**config.mk**
```make
export PLATFORM = sky130hd
export DESIGN_NAME = motor_drive_sequencer
export DESIGN_NICKNAME = d
export VERILOG_FILES = /design/src/rtl/motor_pkg.sv /design/src/rtl/oc_filter.sv /design/src/rtl/motor_drive_sequencer.sv
export SDC_FILE = /design/constraint.sdc
export NUM_CORES = 1
export LEC_CHECK = 0
export CAP_MARGIN = 40
export CORE_UTILIZATION = 40
export CTS_CLUSTER_DIAMETER = 40
export CTS_CLUSTER_SIZE = 8
export DETAILED_ROUTE_END_ITERATION = 10
export PLACE_DENSITY_LB_ADDON = 0.05
export SLEW_MARGIN = 25
export SYNTH_ARGS = -nofsm -noshare
export SYNTH_HDL_FRONTEND = slang
export SYNTH_SLANG_ARGS = --single-unit
```
**constraint.sdc**
```tcl
create_clock -name clk -period 8.2 [get_ports clk]
set_clock_uncertainty 0.05 [all_clocks]
set_input_delay 2.05 -clock clk [delete_from_list [all_inputs] [get_ports clk]]
set_output_delay 2.05 -clock clk [all_outputs]
set_load 0.01 [all_outputs]
```
**src/rtl/motor_pkg.sv**
```systemverilog
// Shared types and constants for the H-bridge motor drive sequencer:
// FSM state encoding, level-to-compare-value table and direction pin patterns.
package motor_pkg;

   typedef enum logic [2:0] {
      ST_IDLE  = 3'd0,
      ST_RAMP  = 3'd1,
      ST_RUN   = 3'd2,
      ST_BRAKE = 3'd3,
      ST_DEAD  = 3'd4,
      ST_FAULT = 3'd5
   } state_t;

   localparam logic [1:0] DIR_A_FWD = 2'b10;
   localparam logic [1:0] DIR_A_REV = 2'b01;
   localparam logic [1:0] DIR_B_FWD = 2'b01;
   localparam logic [1:0] DIR_B_REV = 2'b10;
   localparam logic [1:0] DIR_COAST = 2'b00;

   // Quarter-scale compare values, evaluated at elaboration only (shifts and adds).
   function automatic logic [17:0] level_value(input int period, input int quarter);
      case (quarter)
         0:       return 18'd0;
         1:       return 18'(period / 4);
         2:       return 18'(period / 2);
         3:       return 18'((period / 2) + (period / 4));
         default: return 18'(period);
      endcase
   endfunction

   function automatic logic [1:0] pins_a(input logic dir);
      return dir ? DIR_A_FWD : DIR_A_REV;
   endfunction

   function automatic logic [1:0] pins_b(input logic dir);
      return dir ? DIR_B_FWD : DIR_B_REV;
   endfunction

endpackage

```
**src/rtl/oc_filter.sv**
```systemverilog
// Overcurrent debounce: counts consecutive sense-high cycles, saturates at LIMIT
// and emits a single-cycle trip pulse on the cycle the count reaches LIMIT.
module oc_filter #(
   parameter int LIMIT = 249999
) (
   input  logic clk,
   input  logic rst,
   input  logic sense,
   input  logic clr,
   output logic trip
);

   localparam int CW = $clog2(LIMIT + 1);

   logic [CW-1:0] cnt;

   always_ff @(posedge clk) begin
      if (rst || clr) begin
         cnt  <= '0;
         trip <= 1'b0;
      end else if (!sense) begin
         cnt  <= '0;
         trip <= 1'b0;
      end else begin
         // Pulse only on the transition into saturation, never while held there.
         trip <= (cnt == CW'(LIMIT - 1));
         if (cnt != CW'(LIMIT))
            cnt <= cnt + 1'b1;
      end
   end

endmodule

```
**src/rtl/motor_drive_sequencer.sv**
```systemverilog
// Command sequencer for the two-channel H-bridge: ramps the PWM compare value,
// inserts brake and dead time before reversals, and latches overcurrent faults.
import motor_pkg::*;

module motor_drive_sequencer #(
   parameter int PERIOD    = 250000,
   parameter int RAMP_TICK = 2500,
   parameter int RAMP_STEP = 6250,
   parameter int DEAD_CYC  = 100000,
   parameter int OC_LIMIT  = 249999
) (
   input  logic        clk,
   input  logic        rst,
   input  logic        cmd_valid,
   output logic        cmd_ready,
   input  logic        cmd_dir,
   input  logic [2:0]  cmd_level,
   input  logic        oc_sense,
   input  logic        oc_clear,
   output logic [17:0] pulse_width,
   output logic [1:0]  dir_a,
   output logic [1:0]  dir_b,
   output logic        fault,
   output logic [2:0]  state
);

   localparam int TW = (RAMP_TICK > 1) ? $clog2(RAMP_TICK) : 1;
   localparam int DW = (DEAD_CYC > 1) ? $clog2(DEAD_CYC + 1) : 1;
   localparam logic [17:0] STEP = 18'(RAMP_STEP);
   localparam logic [17:0] LVL0 = level_value(PERIOD, 0);
   localparam logic [17:0] LVL1 = level_value(PERIOD, 1);
   localparam logic [17:0] LVL2 = level_value(PERIOD, 2);
   localparam logic [17:0] LVL3 = level_value(PERIOD, 3);
   localparam logic [17:0] LVL4 = level_value(PERIOD, 4);

   state_t        st;
   logic          cur_dir;
   logic          pend_dir;
   logic [17:0]   target;
   logic [17:0]   pend_target;
   logic [17:0]   cmd_target;
   logic [17:0]   ramp_pw;
   logic [TW-1:0] tick_cnt;
   logic [DW-1:0] dead_cnt;
   logic          tick;
   logic          trip;
   logic          oc_clr;
   logic          accept;
   logic          same_path;

   // One step toward tgt, landing exactly on tgt when closer than a step.
   function automatic logic [17:0] ramp_next(input logic [17:0] cur, input logic [17:0] tgt);
      if (cur < tgt)
         return ((tgt - cur) > STEP) ? cur + STEP : tgt;
      else
         return ((cur - tgt) > STEP) ? cur - STEP : tgt;
   endfunction

   always_comb begin
      cmd_target = LVL4;
      case (cmd_level)
         3'd0:    cmd_target = LVL0;
         3'd1:    cmd_target = LVL1;
         3'd2:    cmd_target = LVL2;
         3'd3:    cmd_target = LVL3;
         default: cmd_target = LVL4;
      endcase
   end

   assign state     = st;
   assign tick      = (tick_cnt == TW'(RAMP_TICK - 1));
   assign accept    = cmd_valid && cmd_ready;
   assign same_path = (cmd_dir == cur_dir) || (pulse_width == 18'd0);
   assign oc_clr    = (st == ST_FAULT) && oc_clear && !oc_sense;
   assign ramp_pw   = ramp_next(pulse_width, (st == ST_BRAKE) ? 18'd0 : target);

   oc_filter #(.LIMIT(OC_LIMIT)) u_oc_filter (
      .clk   (clk),
      .rst   (rst),
      .sense (oc_sense),
      .clr   (oc_clr),
      .trip  (trip)
   );

   always_ff @(posedge clk) begin
      if (rst || tick)
         tick_cnt <= '0;
      else
         tick_cnt <= tick_cnt + 1'b1;
   end

   always_ff @(posedge clk) begin
      if (rst) begin
         st          <= ST_IDLE;
         pulse_width <= 18'd0;
         dir_a       <= DIR_A_FWD;
         dir_b       <= DIR_B_FWD;
         fault       <= 1'b0;
         cmd_ready   <= 1'b1;
         cur_dir     <= 1'b1;
         target      <= 18'd0;
         pend_dir    <= 1'b1;
         pend_target <= 18'd0;
         dead_cnt    <= '0;
      end else if (trip) begin
         // A trip outranks any handshake or dead-time completion this cycle.
         st          <= ST_FAULT;
         pulse_width <= 18'd0;
         dir_a       <= DIR_COAST;
         dir_b       <= DIR_COAST;
         fault       <= 1'b1;
         cmd_ready   <= 1'b0;
         target      <= 18'd0;
      end else begin
         case (st)
            ST_IDLE, ST_RAMP, ST_RUN: begin
               if (accept) begin
                  if (same_path) begin
                     cur_dir <= cmd_dir;
                     target  <= cmd_target;
                     dir_a   <= pins_a(cmd_dir);
                     dir_b   <= pins_b(cmd_dir);
                     st      <= (cmd_target == 18'd0 && pulse_width == 18'd0) ? ST_IDLE : ST_RAMP;
                  end else begin
                     pend_dir    <= cmd_dir;
                     pend_target <= cmd_target;
                     cmd_ready   <= 1'b0;
                     st          <= ST_BRAKE;
                  end
               end else if (st == ST_RAMP && tick) begin
                  pulse_width <= ramp_pw;
                  if (ramp_pw == target)
                     st <= (target == 18'd0) ? ST_IDLE : ST_RUN;
               end
            end
            ST_BRAKE: begin
               if (tick) begin
                  pulse_width <= ramp_pw;
                  if (ramp_pw == 18'd0) begin
                     st       <= ST_DEAD;
                     dir_a    <= DIR_COAST;
                     dir_b    <= DIR_COAST;
                     dead_cnt <= '0;
                  end
               end
            end
            ST_DEAD: begin
               if (dead_cnt == DW'(DEAD_CYC - 1)) begin
                  cur_dir   <= pend_dir;
                  target    <= pend_target;
                  dir_a     <= pins_a(pend_dir);
                  dir_b     <= pins_b(pend_dir);
                  cmd_ready <= 1'b1;
                  st        <= (pend_target == 18'd0) ? ST_IDLE : ST_RAMP;
               end else begin
                  dead_cnt <= dead_cnt + 1'b1;
               end
            end
            ST_FAULT: begin
               if (oc_clear && !oc_sense) begin
                  st        <= ST_IDLE;
                  fault     <= 1'b0;
                  cmd_ready <= 1'b1;
                  dir_a     <= pins_a(cur_dir);
                  dir_b     <= pins_b(cur_dir);
               end
            end
            default: st <= ST_IDLE;
         endcase
      end
   end

endmodule

```
---- After elaboration in Yosys (flattened, before gate mapping) ----
Index checks and enable logic that the tools add are counted.
word-level totals
  register bits ........................... 113
  input bits .............................. 9
  logic and storage cells ................. 166
operators by class
  add/sub/neg operators ................... 7
  order comparisons ....................... 3
  eq/ne operators ......................... 34
  multiplexer cells ....................... 63
  bitwise operators ....................... 3
  reduce and logical (&&, ||, !) cells .... 39
operator list
  cell                                                              number
  2-to-1 mux 18 bit                                                 10
  logical NOT 18 bit                                                5
  case mux 18 bit (2 select lines)                                  2
  case mux 18 bit (4 select lines)                                  1
  2-to-1 mux 17 bit                                                 3
  2-to-1 mux 2 bit                                                  19
  greater-than comparator 18 x 13 -> 1 bit (second input constant)  2
  subtractor 18 bit                                                 2
  case mux 17 bit (2 select lines)                                  1
  2-to-1 mux 3 bit                                                  8
  adder 18 x 1 -> 18 bit (second input constant)                    1
  adder 18 x 13 -> 18 bit (second input constant)                   1
  == test 18 bit                                                    1
  == test 18 bit (second input constant)                            1
  < comparator 18 bit                                               1
  inequality test 18 bit (second input constant)                    1
  subtractor 18 x 13 -> 18 bit (second input constant)              1
  adder 17 x 1 -> 17 bit (second input constant)                    1
  == test 17 bit (second input constant)                            1
  case mux 2 bit (4 select lines)                                   2
  inequality test 3 x 2 -> 1 bit (second input constant)            5
  AND reduction 5 bit                                               3
  2-to-1 mux 1 bit                                                  14
  inequality test 2 bit (second input constant)                     7
  other kinds (27)                                                  56

---- Depth between registers and ports, before layout ----
  depth after elaboration ................. 12
  depth in mapped cells ................... 26
  depth with buffers taken out ............ 22

---- Modules after synthesis ----
A second synthesis with hierarchy kept.
unflattened totals
  cells, all modules ...................... 997
  area total of the unflattened synthesis .. 7566.0 µm²
modules (own cells, without submodules)
  module                 instances  cells each  area an instance (µm²)  sequential area each (µm²)
  motor_drive_sequencer  1          897         6668.9                  1441.4
  oc_filter              1          100         897.1                   380.4

---- Worst setup path after synthesis ----
OpenSTA, ideal clock, no wires.
  path kind ............................... reg-to-reg
  start ................................... register st[0], in the netlist state[0]
  end ..................................... register dead_cnt[15]
  arrival time ............................ 5408 ps
  required time ........................... 8080 ps
  path slack .............................. 2672 ps
  stages on the path, launching flop included .. 26
  buffers on the path ..................... 3
  cells stage by stage .................... dfxtp_1 > clkbuf_1 > inv_1 > nor2_1 > nand2_1 > nand2_1 > inv_1 > ha_1 > inv_1 > fa_1 > a21oi_1 > o311a_1 > mux2_1 > o21ai_0 > o311ai_1 > a2111o_1 > or2_1 > buf_2 > o22ai_4 > a222oi_1 > nand4bb_4 > nor4_4 > a21oi_2 > clkbuf_2 > or4_1 > a21oi_1
on the way
  cells in the longest elaborated chain, start to end .. 9
ends and longest elaborated chain
  element                                                      RTL line                                                   source
  start, declared                                              motor_drive_sequencer.sv:36                                state_t st;
  start signal, assigned                                       motor_drive_sequencer.sv:123                               st <= (cmd_target == 18'd0 && pulse_width == 18'd0) ? ST_IDLE : ST_RAMP;
  start signal, assigned                                       motor_drive_sequencer.sv:133                               st <= (target == 18'd0) ? ST_IDLE : ST_RUN;
  start signal, assigned                                       motor_drive_sequencer.sv:154                               st <= (pend_target == 18'd0) ? ST_IDLE : ST_RAMP;
  == test 3 x 2 -> 1 bit                                       motor_drive_sequencer.sv:75, motor_drive_sequencer.sv:115
  2-to-1 mux 18 bit                                            motor_drive_sequencer.sv:75                                assign ramp_pw = ramp_next(pulse_width, (st == ST_BRAKE) ? 18'd0 : target);
  subtractor 18 bit (on tied branches)                         motor_drive_sequencer.sv:56, motor_drive_sequencer.sv:54
  greater-than comparator 18 x 13 -> 1 bit (on tied branches)  motor_drive_sequencer.sv:56, motor_drive_sequencer.sv:54
  2-to-1 mux 18 bit (on tied branches)                         motor_drive_sequencer.sv:56, motor_drive_sequencer.sv:54
  2-to-1 mux 18 bit                                            motor_drive_sequencer.sv:53                                if (cur < tgt)
  logical NOT 18 bit                                           motor_drive_sequencer.sv:139                               if (ramp_pw == 18'd0) begin
  inequality test 2 x 1 -> 1 bit (no line)                     --
  AND reduction 5 bit (no line)                                --
  end signal, assigned                                         motor_drive_sequencer.sv:156                               dead_cnt <= dead_cnt + 1'b1;
  end, declared                                                motor_drive_sequencer.sv:44                                logic [DW-1:0] dead_cnt;
Parallel ways exist; a longest one is shown, timed or not.
A chain may end at the register's enable or synchronous reset.

---- Final worst setup path ----
Ends and elaborated chain as after synthesis.

==> results.py <==
metrics = {
    "run_status": {
        "status": "complete, no violations",
    },
    "place": {
        "place_area_mm2": 0.00770,
        "portBuffers": 35,
        "hpwl_um": 16200,
        "place_inst": 1190,
        "finalWeightedCongestion": 0.900,
        "dp_slack_ns": 1.07,
    },
    "floorplanning": {
        "fp.coreArea_mm2": 0.0175,
        "die_y_um": 137,
        "die_w_um": 137,
        "die-area_mm2": 0.0187,
        "boundaryPins": 36,
        "rows": 48,
        "start_util_pct": 41.4,
    },
    "clock_tree": {
        "cts_buffers": 9,
        "clock-root-buffer": "clkbuf_16",
        "post_cts_buffers": 0,
        "clockBufferDepth": 2,
        "h-tree-depth": 3,
        "cts_hold_buf": 0,
        "cts.sinks": 91,
        "clk_latency_ns": 0.35,
        "cts.clk_slew.worst_paths_ns": 0.07,
        "tritoncts": "done",
        "post_cts_resize_count": 0,
    },
    "setup_path": {
        "worstSetupEndpointType": "flop",
        "r2r_slack_ns": 0.98,
        "slowest_delay_ns": 0.60,
        "worstPathArrival_ns": 7.44,
        "crit_chain": "inv_1 -> nor2_1 -> nand2_1 -> nand2_1 -> inv_1 -> ha_1 -> or3b_4 -> a2111o_1 -> and2_1 -> o21ai_0 -> o311ai_1 -> a2111o_1 -> or2_1 -> o22ai_4 -> a222oi_1 -> nand4bb_4 -> nor4_4 -> a21oi_2 -> buf_4 -> or4_1 -> a21oi_1",
        "path_delay_family": "simple AND/OR/NAND/NOR gates",
        "critPathMaxFanout": 32,
        "critical_path_buf_inv_count": 3,
        "cpMaxStageDelayCell": "ha_1",
        "critPathKind": "reg -> reg",
        "worst_ep_required_time_ns": 8.42,
        "cp-start-kind": "flop",
    },
    "power": {
        "clkPwrFrac_pct": 39.1,
        "p_leak_uw": 0.00294,
        "vdd_drop_max_uv": 150,
        "pwr-share-comb_pct": 24.3,
        "p_sw_uw": 388,
        "sequentialPowerShare_pct": 36.6,
        "swShare_pct": 30.9,
        "power_density_mw_per_mm2": 156,
        "p_int_uw": 870,
    },
    "routing": {
        "maxUsedRoutingLayer": "met4",
        "wl_met2_um": 9300,
        "drtIter0Drc": 466,
        "wl_met3_um": 1140,
        "drt-total-wl_um": 21300,
        "antenna_left": 0,
        "via_per_inst": 5.76,
        "vias": 6954,
        "wl_per_cell_um": 17.7,
        "drc": 0,
        "met1_length_um": 10700,
        "firstDrtPassIters": 5,
    },
    "sta": {
        "worst_pin_slew_ns": 0.840,
        "fin_hold_ws_ns": 0.429,
        "rsz0062_at_grt": "false",
        "slew_violations": 0,
        "hold_violations": 0,
        "finalSetupViolations": 0,
        "fin_ws_ns": 0.983,
        "setup_tns_ns": 0,
        "fmax_ghz": 0.139,
        "fin_crit_sh_pct": 88.0,
        "slew_headroom_pct": 44.0,
        "period_needed_ns": 7.22,
    },
    "cells_and_area": {
        "finalNetCount": 1024,
        "area_growth_pct": 10.9,
        "diodes": 0,
        "stdcell_area_mm2": 0.00805,
        "stdcell_count": 1207,
        "drive_above_1_share_pct": 3.67,
    },
    "synthesis": {
        "synth-compound-area-share_pct": 24.4,
        "synthAdderAreaFrac_pct": 6.65,
        "yosysWarnings": 0,
        "yosys.area_share.simple_pct": 27.5,
        "synth_commonest_cells": "nor2_1 (110), nand2_1 (94), a21oi_1 (91), dfxtp_1 (91), nand3_1 (50)",
        "synth_top_area_share_pct": 25.1,
        "synth.most_common_cell": "nor2_1",
        "syn_area_per_cell_um2": 7.41,
        "syn-num-nets": 1028,
        "syn-instance-count": 981,
        "synth_xor_xnor_area_share_pct": 8.56,
        "yosysSeqAreaShare_pct": 25.1,
        "synth_top_family_by_area": "simple AND/OR/NAND/NOR gates",
        "muxShareOfSynthArea_pct": 1.98,
        "synth_edf_count": 0,
        "yosysTopAreaCell": "dfxtp_1",
        "ys_ff_latch": 91,
        "syn-cell-area_mm2": 0.00726,
        "async_flop_share_pct": 0,
        "synth.distinct_cells": 79,
        "synth.area.top_cells": "dfxtp_1 (25%), ha_1 (6.4%), a21oi_1 (6.3%)",
        "ys.flop_type": "dfxtp_1",
    },
    "global_routing": {
        "antenna_found_initial": 0,
        "grt_pass1_vias": 6340,
        "grt_usage_pct": 23.3,
        "grt_max_degree": 33,
        "grt-ovfl-total": 0,
        "grt_first_pass_wirelength_um": 34300,
    },
    "flow_run": {
        "maxCapViolations": 0,
    },
    "min_path": {
        "hp-class": "reg -> reg",
    },
}
flip-flops by register name, indices dropped and copies added (netlist names):
register	count
dir_a	2
fault	1
pulse_width	18
tick_cnt	12
cmd_ready	1
target	8
u_oc_filter.cnt	18
cur_dir	1
u_oc_filter.trip	1
dead_cnt	17
state	3
pend_target	8
pend_dir	1
final timing paths:
check	startpoint	end	cells past startpoint
min	dead_cnt[6]$_SDFFE_PP0P_	dead_cnt[6]$_SDFFE_PP0P_	2
min reg2reg	dead_cnt[6]$_SDFFE_PP0P_	dead_cnt[6]$_SDFFE_PP0P_	2
max reg2reg	state[0]$_SDFFE_PP0P_	dead_cnt[15]$_SDFFE_PP0P_	21
max	state[0]$_SDFFE_PP0P_	dead_cnt[15]$_SDFFE_PP0P_	21
kinds of logic after synthesis:
group | Yosys count
buffers and inverters | 104
and+or+nand+nor | 394
xor gates and xnor gates | 71
adders and majority gates | 38
DFF | 91
muxes | 14
AOI/OAI and AO/OA | 269
layout by cell type (no fill, tap or decap), types with 8 or more instances in the layout:
master	count
nor2_1	110
nand2_1	94
a21oi_1	91
dfxtp_1	91
nand3_1	50
xnor2_1	47
inv_1	46
ha_1	37
clkdlybuf4s50_1	35
o21ai_0	34
a211oi_1	26
xor2_1	24
nor3_1	21
o31ai_1	18
or4_1	16
nor4_1	15
nand4_1	13
and3_1	12
a21o_1	12
a31oi_1	11
mux2i_1	11
o211ai_1	9
clkbuf_16	9
nand2b_1	8
a22o_1	8
metal layers:
metal  track usage [%]  vias up
met3              3.67       13
met4              5.31        0
met5                 0        -
met2              35.3      180
li1                  -     3551
met1              34.2     3210
layout make-up:
class	count	area [µm²]
fillers	1801	9480
multi-input cells	786	5020
flip-flops and latches	91	1820
repair buffers	41	400
well taps	225	282
clock buffers	10	229
inverters	48	180
clock inverters	6	119
per-stage QoR:
step | utilization [%] | total power [µW]
2_1_floorplan | - | 694
3_3_place_gp | 43.8 | 772
3_5_place_dp | 43.9 | 770
4_1_cts | 45.9 | 1260
5_1_grt | 45.9 | 1320
6_report | 45.9 | 1260
power by group through the flow:
stage                     Combinational [µW]  Sequential, µW  Clock [µW]
after floorplan                          228             466           0
after global placement                   301             471           0
after detailed placement                 299             471           0
after CTS                                300             461         503
after global routing                     332             462         524
final                                    305             461         492
worst min-delay path: cells and delay by family, from the launching register on:
family         cells  cell delay (ns)
AO/OA/AOI/OAI      2             0.11
flip-flops         1             0.32
(Power assumes the default switching activity.)
==> RTL edit, RTL diff (config.mk and constraints unchanged) <==
The parameter `RAMP_TICK` goes from 2500 to 1250.
--- a/src/rtl/motor_drive_sequencer.sv
+++ b/src/rtl/motor_drive_sequencer.sv
@@ -5,5 +5,5 @@
 module motor_drive_sequencer #(
    parameter int PERIOD    = 250000,
-   parameter int RAMP_TICK = 2500,
+   parameter int RAMP_TICK = 1250,
    parameter int RAMP_STEP = 6250,
    parameter int DEAD_CYC  = 100000,
Formal check against the unedited RTL: no difference found for any inputs over 10 cycles, from zero or initial values and one cycle with rst high; that may be too few to reach the edited logic, so the function may still have changed.
==> RTL edit against the unedited design <==
Highest routed layer unchanged. Wire length increased by 9.3%. Synthesized cell count increased by 3.6%. Setup slack improved by 1200 ps. Area after synthesis increased by 4.8%. Design area increased by 3.6%. Critical endpoint is now dead_cnt[10]. Sequential cell count decreased by 1.
Power is not compared: it rests on default switching activity, and its combinational part moved more than twofold at a synthesized area within 25%.
==> RTL edit: results (changes against the unedited design) <==
Route
  • Via Count: 7472 (+7.4%)
  • Initial DRC count: 446 (-4.3%)
  • Routed WL: 23300 um (+9.3%)

Synth
  • Yosys cell types: 96 (+22%)
  • Top area cells in the synthesized netlist: dfxtp_1 (24%), a21oi_1 (6.3%), ha_1 (6.2%), nor2_1 (6.1%), nand2_1 (4.5%)
  • Sequential share of the synthesized area: 23.7% (-1.4 points)
  • Post-Synthesis Cells: 1016 (+3.6%)
  • Synth cell count leaders: nor2_1 (123), a21oi_1 (96), nand2_1 (92)

Worst setup path
  • Worst path slowest cell: or4_1
  • Reg2Reg Depth: 17 (-19%)
  • Critical Path AT: 6250 ps (-1190 ps)
  • Slowest Stage Delay on Critical Path: 560 ps (-40 ps)
  • Reg-to-reg startpoint: state[1]

Worst hold path
  • Min-delay src: fault

Power and ir drop
  • Clk pwr: between 0.4 and 0.5 mW

Final layout
  • Seq area share: 21.6% (-1.0 points)
  • Final Non-Filler Cells: 1252 (+3.7%)
  • NumNets Final: 1062 (+3.7%)
  • Clock-cell share of area: 3.51% (-0.81 points)
  • FFs & Latches: 90 (-1.1%)
  • Buffers excl. clock: 44 (+7.3%)
  • Fillers: 1977 (+9.8%)
  • Non-clock inverters: 42 (-13%)
  • Multi-input gates: 827 (+5.2%)
  • Non-clock buffer share: 5.25% (+0.28 points)
  • Multi-input combinational area share: 64.2% (+1.9 points)

Placed design
  • Pre-CTS setup slack: 2270 ps (+1200 ps)
  • Final Wtd Congestion: 0.897 (-0.36%)
  • Placed cell count: 1232 (+3.5%)
  • DP Area: 0.00799 mm^2 (+3.8%)
  • Post-detail-place hpwl: 17700 um (+9.1%)

Global routing
  • Total GRT Usage: 24.2% (+0.88 points)
  • First-pass GRT wire length: 37800 um (+10%)
  • Vias in the first global route: 6999 (+10%)

STA
  • Slew headroom: 46.8% (+2.8 points)

Outcome
  • Status: completed

Floorplan
  • Tapcells: 234 (+4.0%)
## RTL edit: changes by cell type after synthesis, moves of 9 or more
cell / before / now
nand3_1: 50 / 36
nor2_1: 110 / 123
or3_1: 6 / 19
xnor2_1: 47 / 38
## RTL edit: routing by layer
layer,vias up,share of wire (%),wire [um],track usage (%)
li1,3710,-,-,-
met1,3552,47,11000,32.6
met2,177,47,10900,39.6
met3,33,4.0,938,3.56
met4,0,1.9,444,7.87
met5,-,0,0,0
## RTL edit: cell families (layout without fill, tap and decap cells)
logic type	after synthesis	count (layout)	synth area share (%)
fa+ha+maj	39	39	6.51
buf+inv	99	101	6.00
simple gates	424	424	28.6
xor+xnor	62	62	7.23
mux	16	16	2.15
compound gates	286	286	25.9
flops	90	90	23.7
## RTL edit: final timing paths
path / to / slack, ps
setup / recovery: dead_cnt[10] / 2170
hold / removal: fault / 440
setup reg to reg: dead_cnt[10] / 2170
hold reg to reg: fault / 440
